## config.mk

```make
export PLATFORM = sky130hd
export DESIGN_NAME = ball_wall_collision_unit
export DESIGN_NICKNAME = d
export VERILOG_FILES = /design/src/rtl/ball_wall_collision_unit_pkg.sv /design/src/rtl/ball_wall_collision_unit_vel_sat_negate.sv /design/src/rtl/ball_wall_collision_unit.sv
export SDC_FILE = /design/constraint.sdc
export NUM_CORES = 1
export LEC_CHECK = 0
export ABC_AREA = 1
export ABC_CLOCK_PERIOD_IN_PS = 3500
export BUFFER_PORTS_ARGS = -buffer_cell sky130_fd_sc_hd__buf_2
export CAP_MARGIN = 20
export CORE_ASPECT_RATIO = 1.4
export CORE_UTILIZATION = 59
export CTS_CLUSTER_SIZE = 8
export DETAILED_ROUTE_END_ITERATION = 16
export PLACE_DENSITY = 0.91
export REMOVE_ABC_BUFFERS = 1
export SYNTH_ARGS = -nofsm -noshare
export SYNTH_HDL_FRONTEND = slang
export SYNTH_HIERARCHICAL = 1
export SYNTH_SLANG_ARGS = --single-unit
```

## constraint.sdc

```tcl
create_clock -name clk -period 3.5 [get_ports clk]
set_input_delay 0.525 -clock clk [delete_from_list [all_inputs] [get_ports clk]]
set_output_delay 0.525 -clock clk [all_outputs]
set_load 0.01 [all_outputs]
```

## src/rtl/ball_wall_collision_unit_pkg.sv

```systemverilog
// rtl/ball_wall_collision_unit_pkg.sv - shared defaults, FSM states and wall limits for the wall collision unit
// Purpose: playfield/ball default geometry, the FSM state encoding and the
//   wall limit helpers shared by the collision unit and its bench-facing top.
// Ports: none (package).
package ball_wall_collision_unit_pkg;

  localparam int COORD_W_DEF   = 16;
  localparam int SCREEN_W_DEF  = 640;
  localparam int SCREEN_H_DEF  = 480;
  localparam int BALL_SIZE_DEF = 10;
  localparam int CNT_W_DEF     = 8;

  typedef enum logic [1:0] {
    ST_IDLE  = 2'd0,
    ST_EVAL  = 2'd1,
    ST_APPLY = 2'd2
  } state_e;

  localparam int TOP_LIM  = 0;
  localparam int LEFT_LIM = 0;

  function automatic int bot_lim(input int screen_h, input int ball_size);
    return screen_h - ball_size;
  endfunction

  function automatic int right_lim(input int screen_w, input int ball_size);
    return screen_w - ball_size;
  endfunction

endpackage

```

## src/rtl/ball_wall_collision_unit_vel_sat_negate.sv

```systemverilog
// rtl/ball_wall_collision_unit_vel_sat_negate.sv - saturating two's complement negator
// Purpose: dout = -din, except the most negative value maps to the most positive.
// Ports:
//   din   in  W  signed input word
//   dout  out W  saturated negation of din
module ball_wall_collision_unit_vel_sat_negate #(
  parameter int W = 16
) (
  input  logic [W-1:0] din,
  output logic [W-1:0] dout
);

  localparam logic [W-1:0] MOST_NEG = {1'b1, {(W-1){1'b0}}};

  // ~MOST_NEG is the most positive value, so saturation is a plain inversion.
  always_comb begin
    dout = (din == MOST_NEG) ? ~din : (~din + W'(1));
  end

endmodule

```

## src/rtl/ball_wall_collision_unit.sv

```systemverilog
// rtl/ball_wall_collision_unit.sv - frame-synchronous ball/wall collision engine
// Purpose: on each frame_tick, checks the ball box against all four screen
//   edges; top/bottom hits reflect vy and clamp y, left/right raise score pulses.
//   Optional SERVE_RESET_EN: a score re-centres the ball, negates vx and
//   clears bounce_cnt.
// Ports:
//   clk, rst_n                      clock, async active-low reset
//   frame_tick                      start pulse, latches ball_* in IDLE
//   clr_cnt                         synchronous clear of bounce_cnt (wins over bounce)
//   ball_x/y, ball_vx/vy            signed position and velocity in
//   busy                            high while not IDLE
//   done                            1-cycle pulse, result outputs valid
//   x_out, y_out, vx_out, vy_out    corrected position and velocity
//   hit_top, hit_bottom             vertical bounce pulses (with done)
//   score_left, score_right         score pulses (with done)
//   bounce_cnt                      saturating vertical bounce count
//   overrun                         sticky: frame_tick seen while busy
module ball_wall_collision_unit
  import ball_wall_collision_unit_pkg::*;
#(
  parameter int COORD_W   = COORD_W_DEF,
  parameter int SCREEN_W  = SCREEN_W_DEF,
  parameter int SCREEN_H  = SCREEN_H_DEF,
  parameter int BALL_SIZE = BALL_SIZE_DEF,
  parameter int CNT_W     = CNT_W_DEF
) (
  input  logic               clk,
  input  logic               rst_n,
  input  logic               frame_tick,
  input  logic               clr_cnt,
  input  logic [COORD_W-1:0] ball_x,
  input  logic [COORD_W-1:0] ball_y,
  input  logic [COORD_W-1:0] ball_vx,
  input  logic [COORD_W-1:0] ball_vy,
  output logic               busy,
  output logic               done,
  output logic [COORD_W-1:0] x_out,
  output logic [COORD_W-1:0] y_out,
  output logic [COORD_W-1:0] vx_out,
  output logic [COORD_W-1:0] vy_out,
  output logic               hit_top,
  output logic               hit_bottom,
  output logic               score_left,
  output logic               score_right,
  output logic [CNT_W-1:0]   bounce_cnt,
  output logic               overrun
);

  localparam logic signed [COORD_W-1:0] ZERO    = '0;
  localparam logic signed [COORD_W-1:0] TOP_L   = COORD_W'(TOP_LIM);
  localparam logic signed [COORD_W-1:0] LEFT_L  = COORD_W'(LEFT_LIM);
  localparam logic signed [COORD_W-1:0] BOT_L   = COORD_W'(bot_lim(SCREEN_H, BALL_SIZE));
  localparam logic signed [COORD_W-1:0] RIGHT_L = COORD_W'(right_lim(SCREEN_W, BALL_SIZE));

  state_e state_q, state_d;
  logic signed [COORD_W-1:0] x_q, x_d, y_q, y_d, vx_q, vx_d, vy_q, vy_d;
  logic top_q, top_d, bot_q, bot_d, sl_q, sl_d, sr_q, sr_d;
  logic [COORD_W-1:0] x_out_q, x_out_d, y_out_q, y_out_d;
  logic [COORD_W-1:0] vx_out_q, vx_out_d, vy_out_q, vy_out_d;
  logic done_q, done_d, hit_top_q, hit_top_d, hit_bottom_q, hit_bottom_d;
  logic score_left_q, score_left_d, score_right_q, score_right_d;
  logic [CNT_W-1:0] bounce_cnt_q, bounce_cnt_d;
  logic overrun_q, overrun_d;
  logic [COORD_W-1:0] vy_neg;

  ball_wall_collision_unit_vel_sat_negate #(.W(COORD_W)) u_vy_neg (
    .din  (vy_q),
    .dout (vy_neg)
  );

`ifdef SERVE_RESET_EN
  localparam logic [COORD_W-1:0] SERVE_X = COORD_W'((SCREEN_W - BALL_SIZE) / 2);
  localparam logic [COORD_W-1:0] SERVE_Y = COORD_W'((SCREEN_H - BALL_SIZE) / 2);
  logic [COORD_W-1:0] vx_neg;

  ball_wall_collision_unit_vel_sat_negate #(.W(COORD_W)) u_vx_neg (
    .din  (vx_q),
    .dout (vx_neg)
  );
`endif

  always_comb begin
    state_d        = state_q;
    x_d            = x_q;
    y_d            = y_q;
    vx_d           = vx_q;
    vy_d           = vy_q;
    top_d          = top_q;
    bot_d          = bot_q;
    sl_d           = sl_q;
    sr_d           = sr_q;
    x_out_d        = x_out_q;
    y_out_d        = y_out_q;
    vx_out_d       = vx_out_q;
    vy_out_d       = vy_out_q;
    bounce_cnt_d   = bounce_cnt_q;
    done_d         = 1'b0;
    hit_top_d      = 1'b0;
    hit_bottom_d   = 1'b0;
    score_left_d   = 1'b0;
    score_right_d  = 1'b0;
    overrun_d      = overrun_q | (frame_tick && (state_q != ST_IDLE));

    case (state_q)
      ST_IDLE: begin
        if (frame_tick) begin
          x_d     = ball_x;
          y_d     = ball_y;
          vx_d    = ball_vx;
          vy_d    = ball_vy;
          state_d = ST_EVAL;
        end
      end
      ST_EVAL: begin
        // The vy sign terms make top and bottom mutually exclusive.
        top_d   = (y_q <= TOP_L) && (vy_q < ZERO);
        bot_d   = (y_q >= BOT_L) && (vy_q > ZERO);
        sr_d    = (x_q <= LEFT_L);
        sl_d    = (x_q >= RIGHT_L);
        state_d = ST_APPLY;
      end
      ST_APPLY: begin
        x_out_d       = x_q;
        vx_out_d      = vx_q;
        vy_out_d      = (top_q || bot_q) ? vy_neg : vy_q;
        y_out_d       = top_q ? TOP_L : (bot_q ? BOT_L : y_q);
        done_d        = 1'b1;
        hit_top_d     = top_q;
        hit_bottom_d  = bot_q;
        score_left_d  = sl_q;
        score_right_d = sr_q;
        if ((top_q || bot_q) && (bounce_cnt_q != '1)) begin
          bounce_cnt_d = bounce_cnt_q + CNT_W'(1);
        end
`ifdef SERVE_RESET_EN
        if (sl_q || sr_q) begin
          x_out_d      = SERVE_X;
          y_out_d      = SERVE_Y;
          vx_out_d     = vx_neg;
          bounce_cnt_d = '0;
        end
`endif
        state_d = ST_IDLE;
      end
      default: state_d = ST_IDLE;
    endcase

    if (clr_cnt) begin
      bounce_cnt_d = '0;
    end
  end

  always_ff @(posedge clk or negedge rst_n) begin
    if (!rst_n) begin
      state_q       <= ST_IDLE;
      x_q           <= '0;
      y_q           <= '0;
      vx_q          <= '0;
      vy_q          <= '0;
      top_q         <= 1'b0;
      bot_q         <= 1'b0;
      sl_q          <= 1'b0;
      sr_q          <= 1'b0;
      x_out_q       <= '0;
      y_out_q       <= '0;
      vx_out_q      <= '0;
      vy_out_q      <= '0;
      done_q        <= 1'b0;
      hit_top_q     <= 1'b0;
      hit_bottom_q  <= 1'b0;
      score_left_q  <= 1'b0;
      score_right_q <= 1'b0;
      bounce_cnt_q  <= '0;
      overrun_q     <= 1'b0;
    end else begin
      state_q       <= state_d;
      x_q           <= x_d;
      y_q           <= y_d;
      vx_q          <= vx_d;
      vy_q          <= vy_d;
      top_q         <= top_d;
      bot_q         <= bot_d;
      sl_q          <= sl_d;
      sr_q          <= sr_d;
      x_out_q       <= x_out_d;
      y_out_q       <= y_out_d;
      vx_out_q      <= vx_out_d;
      vy_out_q      <= vy_out_d;
      done_q        <= done_d;
      hit_top_q     <= hit_top_d;
      hit_bottom_q  <= hit_bottom_d;
      score_left_q  <= score_left_d;
      score_right_q <= score_right_d;
      bounce_cnt_q  <= bounce_cnt_d;
      overrun_q     <= overrun_d;
    end
  end

  assign busy        = (state_q != ST_IDLE);
  assign done        = done_q;
  assign x_out       = x_out_q;
  assign y_out       = y_out_q;
  assign vx_out      = vx_out_q;
  assign vy_out      = vy_out_q;
  assign hit_top     = hit_top_q;
  assign hit_bottom  = hit_bottom_q;
  assign score_left  = score_left_q;
  assign score_right = score_right_q;
  assign bounce_cnt  = bounce_cnt_q;
  assign overrun     = overrun_q;

endmodule

```

; ---- Yosys cells after proc, flatten, opt, wreduce, memory -nomap -nowiden
; Cells that the tools add are included.
[totals]
regBits = 148
inputBits = 68
[classes]
n_addsub = 2
order_cmp = 6
eq_ne = 5
mux = 14
n_bitwise = 2
reduce_logical = 11
[ops]
columns = operator, n
row1 = 2-to-1 mux 16 bit, 4
row2 = less-or-equal comparator 16 x 1 -> 1 bit (second input constant), 2
row3 = 2-to-1 mux 8 bit, 3
row4 = adder 16 x 1 -> 16 bit (second input constant), 1
row5 = == test 16 bit (second input constant), 1
row6 = >= comparator 16 x 10 -> 1 bit (second input constant), 1
row7 = >= comparator 16 x 11 -> 1 bit (second input constant), 1
row8 = greater-than comparator 16 x 1 -> 1 bit (second input constant), 1
row9 = < comparator 16 x 1 -> 1 bit (second input constant), 1
row10 = NOT 16 bit, 1
row11 = adder 8 x 1 -> 8 bit (second input constant), 1
row12 = inequality test 8 bit (second input constant), 1
row13 = nonzero test 2 bit, 3
row14 = 2-to-1 mux 1 bit, 5
row15 = logical AND 1 bit, 4
row16 = one-hot mux 2 bit (2 select lines), 1
row17 = AND reduction 2 bit, 2
row18 = == test 2 x 1 -> 1 bit (second input constant), 1
row19 = == test 2 bit (second input constant), 1
row20 = logical NOT 2 bit, 1
row21 = 2-to-1 mux 2 bit, 1
row22 = inequality test 2 bit (second input constant), 1
row23 = logical OR 1 bit, 1
row24 = bitwise OR 1 bit, 1

; ---- Longest topological paths before layout
[logic_depth]
word_depth = 5
mapped_depth = 10
depth_no_buf = 10

; ---- Modules after synthesis
; The synthesis kept the hierarchy.
[modules_own_cells]
columns = module, n_inst, cells_per_inst, area_per_inst_um2, seq_area_each_um2
row1 = ball_wall_collision_unit, 1, 695, 6104.6, 3703.6
row2 = ball_wall_collision_unit_vel_sat_negate, 1, 113, 599.3, 0.0

; ---- Least setup slack after synthesis
; Ideal clock, no wire load.
[synth_path]
path_kind = register to register
start = register vy_q[0]
end = register vy_out_q[15], in the netlist vy_out[15]
setup_ps = 123
arrival_ps = 1398
required_time_ps = 3377
slack_ps = 1979
path_stages_with_launch = 10
path_buffers = 0
period_less_slack_ps = 1521
cell_sequence = dfrtp_1 inv_1 ha_1 nand2_4 nor2_8 nand3_2 nand2_1 nor2_1 o21ai_0 nand2_1
[synth_via]
elab_chain_cells = 4
elab_cells_between_ends = 5
cone_classes = add/sub: 1 / eq/ne: 1 / mux: 2 / bitwise: 1
[synth_rtl]
columns = element, line
row1 = from (decl), ball_wall_collision_unit.sv:56  ; logic signed [COORD_W-1:0] x_q, x_d, y_q, y_d, vx_q, vx_d, vy_q, vy_d;
row2 = from (signal assigned), ball_wall_collision_unit.sv:180  ; vy_q <= vy_d;
row3 = NOT 16 bit, ball_wall_collision_unit_vel_sat_negate.sv:17  ; dout = (din == MOST_NEG) ? ~din : (~din + W'(1));
row4 = adder 16 x 1 -> 16 bit, ball_wall_collision_unit_vel_sat_negate.sv:17
row5 = 2-to-1 mux 16 bit *, ball_wall_collision_unit_vel_sat_negate.sv:17
row6 = named net vy_neg[15], ball_wall_collision_unit.sv:64  ; logic [COORD_W-1:0] vy_neg;
row7 = 2-to-1 mux 16 bit *, ball_wall_collision_unit.sv:125  ; vy_out_d = (top_q || bot_q) ? vy_neg : vy_q;
row8 = to (signal assigned), ball_wall_collision_unit.sv:188  ; vy_out_q <= vy_out_d;
row9 = to (decl), ball_wall_collision_unit.sv:59  ; logic [COORD_W-1:0] vx_out_q, vx_out_d, vy_out_q, vy_out_d;
; Mark *: on every way through the listed nets, which the timed path passes. The rest lies on a longest branch.
; A chain may end at the register's enable or synchronous reset.

; ---- Final worst setup path
[layout_path]
start = register bot_q
end = register y_out_q[5], in the netlist y_out[5]
[layout_via]
elab_chain_cells = 2
[layout_rtl]
columns = element, line
row1 = from (decl), ball_wall_collision_unit.sv:57  ; logic top_q, top_d, bot_q, bot_d, sl_q, sl_d, sr_q, sr_d;
row2 = from (signal assigned), ball_wall_collision_unit.sv:182  ; bot_q <= bot_d;
row3 = 2-to-1 mux 16 bit (2 in a row), ball_wall_collision_unit.sv:126  ; y_out_d = top_q ? TOP_L : (bot_q ? BOT_L : y_q);
row4 = to (signal assigned), ball_wall_collision_unit.sv:186  ; y_out_q <= y_out_d;
row5 = to (decl), ball_wall_collision_unit.sv:58  ; logic [COORD_W-1:0] x_out_q, x_out_d, y_out_q, y_out_d;
; No other way between the ends.

==> results.json <==
{
  "drc_errors": 0,
  "grt_pass1_vias": 5728,
  "routedWlPerCell_um": 14.56,
  "grt_setup_unrepaired": "no",
  "synth-xor-area-share_pct": 0.5226,
  "root_buffer": "clkbuf_16",
  "yosysSeqAreaShare_pct": 55.24,
  "final_common_cell": "nand2_1",
  "slew_violations": 0,
  "crit_fanout": 14,
  "finalSetupViolCount": 0,
  "firstDrtPassIters": 8,
  "r2r_cells": 3,
  "max_cap_violations": 0,
  "hp-class": "primary input to asynchronous set/reset pin",
  "fin_util_pct": 73.14,
  "die_y_um": 128.1,
  "grt_max_degree": 84,
  "muxShareOfSynthArea_pct": 0,
  "power_density_mw_per_mm2": 772.4,
  "outcome": "finished, final reports clean",
  "gp_congestion": 0.9117,
  "tritoncts": "built",
  "start_kind": "flop",
  "postCtsSetupBuffers": 0,
  "leakage_uw": 0.004366,
  "cts.sinks": 148,
  "die_x_um": 92.09,
  "fin_nets": 1018,
  "finalSetupTns_ns": 0,
  "numPortBuffers": 146,
  "cts_buffers": 17,
  "clock.fmax_mhz": 509.1,
  "start_util_pct": 61.06,
  "core_mm2": 0.01098,
  "synthAdderAreaFrac_pct": 0.3733,
  "ant_nets": 0,
  "layout_common_cells": "nand2_1 (325), dfrtp_1 (148), buf_2 (145), inv_1 (60), o21ai_0 (59)",
  "insertion_delay_ns": 0.42,
  "dp_hpwl_mm": 10.28,
  "viasPerCell": 5.324,
  "grt_first_pass_wirelength_mm": 26.38,
  "ctsResizeCount": 0,
  "synth_top_family_by_area": "simple AND/OR/NAND/NOR gates",
  "min_period_over_period_pct": 56.12,
  "track_usage_pct": 29.03,
  "synth_seq_cells": 148,
  "num_rows": 45,
  "htree_levels": 4,
  "synth_area_per_cell_um2": 8.297,
  "hold_violations": 0,
  "grt_antenna_before_repair": 1,
  "clockBufferDepth": 2,
  "drive_gt1_share_pct": 23.44,
  "ctsHoldBuffers": 0,
  "synth-simple-area-share_pct": 29.71,
  "synth.distinct_cells": 30,
  "critical_path_required_ns": 3.82,
  "syn_area_mm2": 0.006704,
  "skew_ns": 0.01217,
  "dr_total_vias": 5867,
  "crit_type": "flop to flop",
  "wirelength_mm": 16.04,
  "syn_inst": 808,
  "nFillCells": 804,
  "grt_overflow": 0,
  "cp-end-kind": "flop",
  "area.growth.synth_to_final_pct": 19.78,
  "clk_pin_slew_ns": 0.06,
  "period_needed_ns": 1.964,
  "die_area_mm2": 0.01180,
  "drtIter0Drc": 313,
  "synth_compound_gate_area_share_pct": 6.794,
  "arrival_ns": 2.28,
  "io_pins": 147,
  "max_slew.worst_pin.slew_ns": 0.8529,
  "ys_warn_count": 6,
  "max_slew_margin_pct": 43.14,
  "irDropWorstVdd_v": 0.0005508
}
## stage by stage
stage / setup slack (ns) / hold slack, ns / area (µm²) / power (µW) / instances
detailed placement: 1.606 / 0.4517 / 7440 / 4339 / 1070
global placement: 1.659 / 0.4489 / 7440 / 4259 / 1070
floorplan: 0.3241 / 0.2294 / 6476 / 3619 / 777
finish: 1.536 / 0.1002 / 8030 / 6202 / 1102
global route: 1.410 / 0.1384 / 8030 / 6573 / 1102
CTS: 1.582 / 0.1066 / 8028 / 6226 / 1101
## cell type report
class / instances / area [µm²] / share of cell area [%]
repair buffers: 152 / 782.0 / 9.738
well taps: 141 / 176.4 / 2.197
clock inverters: 11 / 151.4 / 1.885
flip-flops and latches: 148 / 3704 / 46.12
inverters: 70 / 265.3 / 3.303
clock buffers: 20 / 436.7 / 5.438
multi-input cells: 559 / 2512 / 31.29
diodes: 1 / 2.502 / 0.03116
## cell usage after synthesis
cell	n	area [µm²]
nand2_2	5	31.28
o211ai_1	4	30.03
inv_1	60	225.2
nand3_2	10	100.1
and2_4	1	8.760
o21ai_2	1	8.760
or2_2	4	25.02
nor2_4	2	22.52
a21oi_4	1	16.27
o21ai_1	11	55.05
buf_4	6	45.04
o21ai_0	59	295.3
nor3_1	4	20.02
clkbuf_1	4	15.01
ha_1	2	25.02
nand2_4	3	33.78
nand4_1	5	31.28
nor2_8	1	20.02
nand2_1	325	1220
nor2_2	7	43.79
dfrtp_1	148	3704
nor2_1	56	210.2
buf_2	11	55.05
a21oi_1	7	35.03
o21bai_1	2	15.01
nand3_1	45	225.2
inv_2	9	33.78
xor2_1	4	35.03
inv_4	1	6.260
buf_6	10	112.6
## path summary, 6_finish.rpt
path	startpoint	endpoint	slack (ns)
min	rst_n	x_out[1]	0.10
min reg2reg	vx_q[11]	vx_out[11]	0.46
max reg2reg	bot_q	y_out[5]	1.54
min in group clk	clr_cnt	bounce_cnt[0]	0.30
max in group asynchronous	rst_n	bounce_cnt[4]	2.43
max	bot_q	y_out[5]	1.54
## logic make-up (layout without fill, tap and decap cells)
kind of cell | after synthesis | after routing
buf+inv | 101 | 253
fa+ha+maj | 2 | 2
xor+xnor | 4 | 4
simple gates | 468 | 468
compound gates | 85 | 85
other cells | 0 | 1
flops | 148 | 148
## power by group
| part | leakage (µW) | internal [µW] | switching [µW] | total [µW] |
|---|---|---|---|---|
| Combinational | 0.00221 | 648 | 1080 | 1720 |
| Clock | 0.000285 | 1120 | 710 | 1830 |
| Sequential | 0.00187 | 2250 | 392 | 2640 |
| Total | 0.00437 | 4020 | 2180 | 6200 |
## worst max-delay path, stage by stage, from the launching register on
cell and delay (ns):
dfrtp_1 0.52, nor2_2 0.53, nand2_1 0.46, o21ai_0 0.35
## per-layer routing
layer	global-route usage, %	wire length (µm)	vias up
li1	-	-	2806
met1	33.09	6082	2778
met2	51.27	8515	229
met3	5.397	793	54
met4	15.90	651	0
met5	0	0	-
## sequential cells by signal (all words and copies together) (netlist names), 2 cells and up
signal / cells
bounce_cnt: 8
vx_out: 16
y_out: 16
vy_out: 16
vy_q: 16
x_out: 16
y_q: 16
state_q: 2
vx_q: 16
x_q: 16
(Power assumes the default switching activity.)
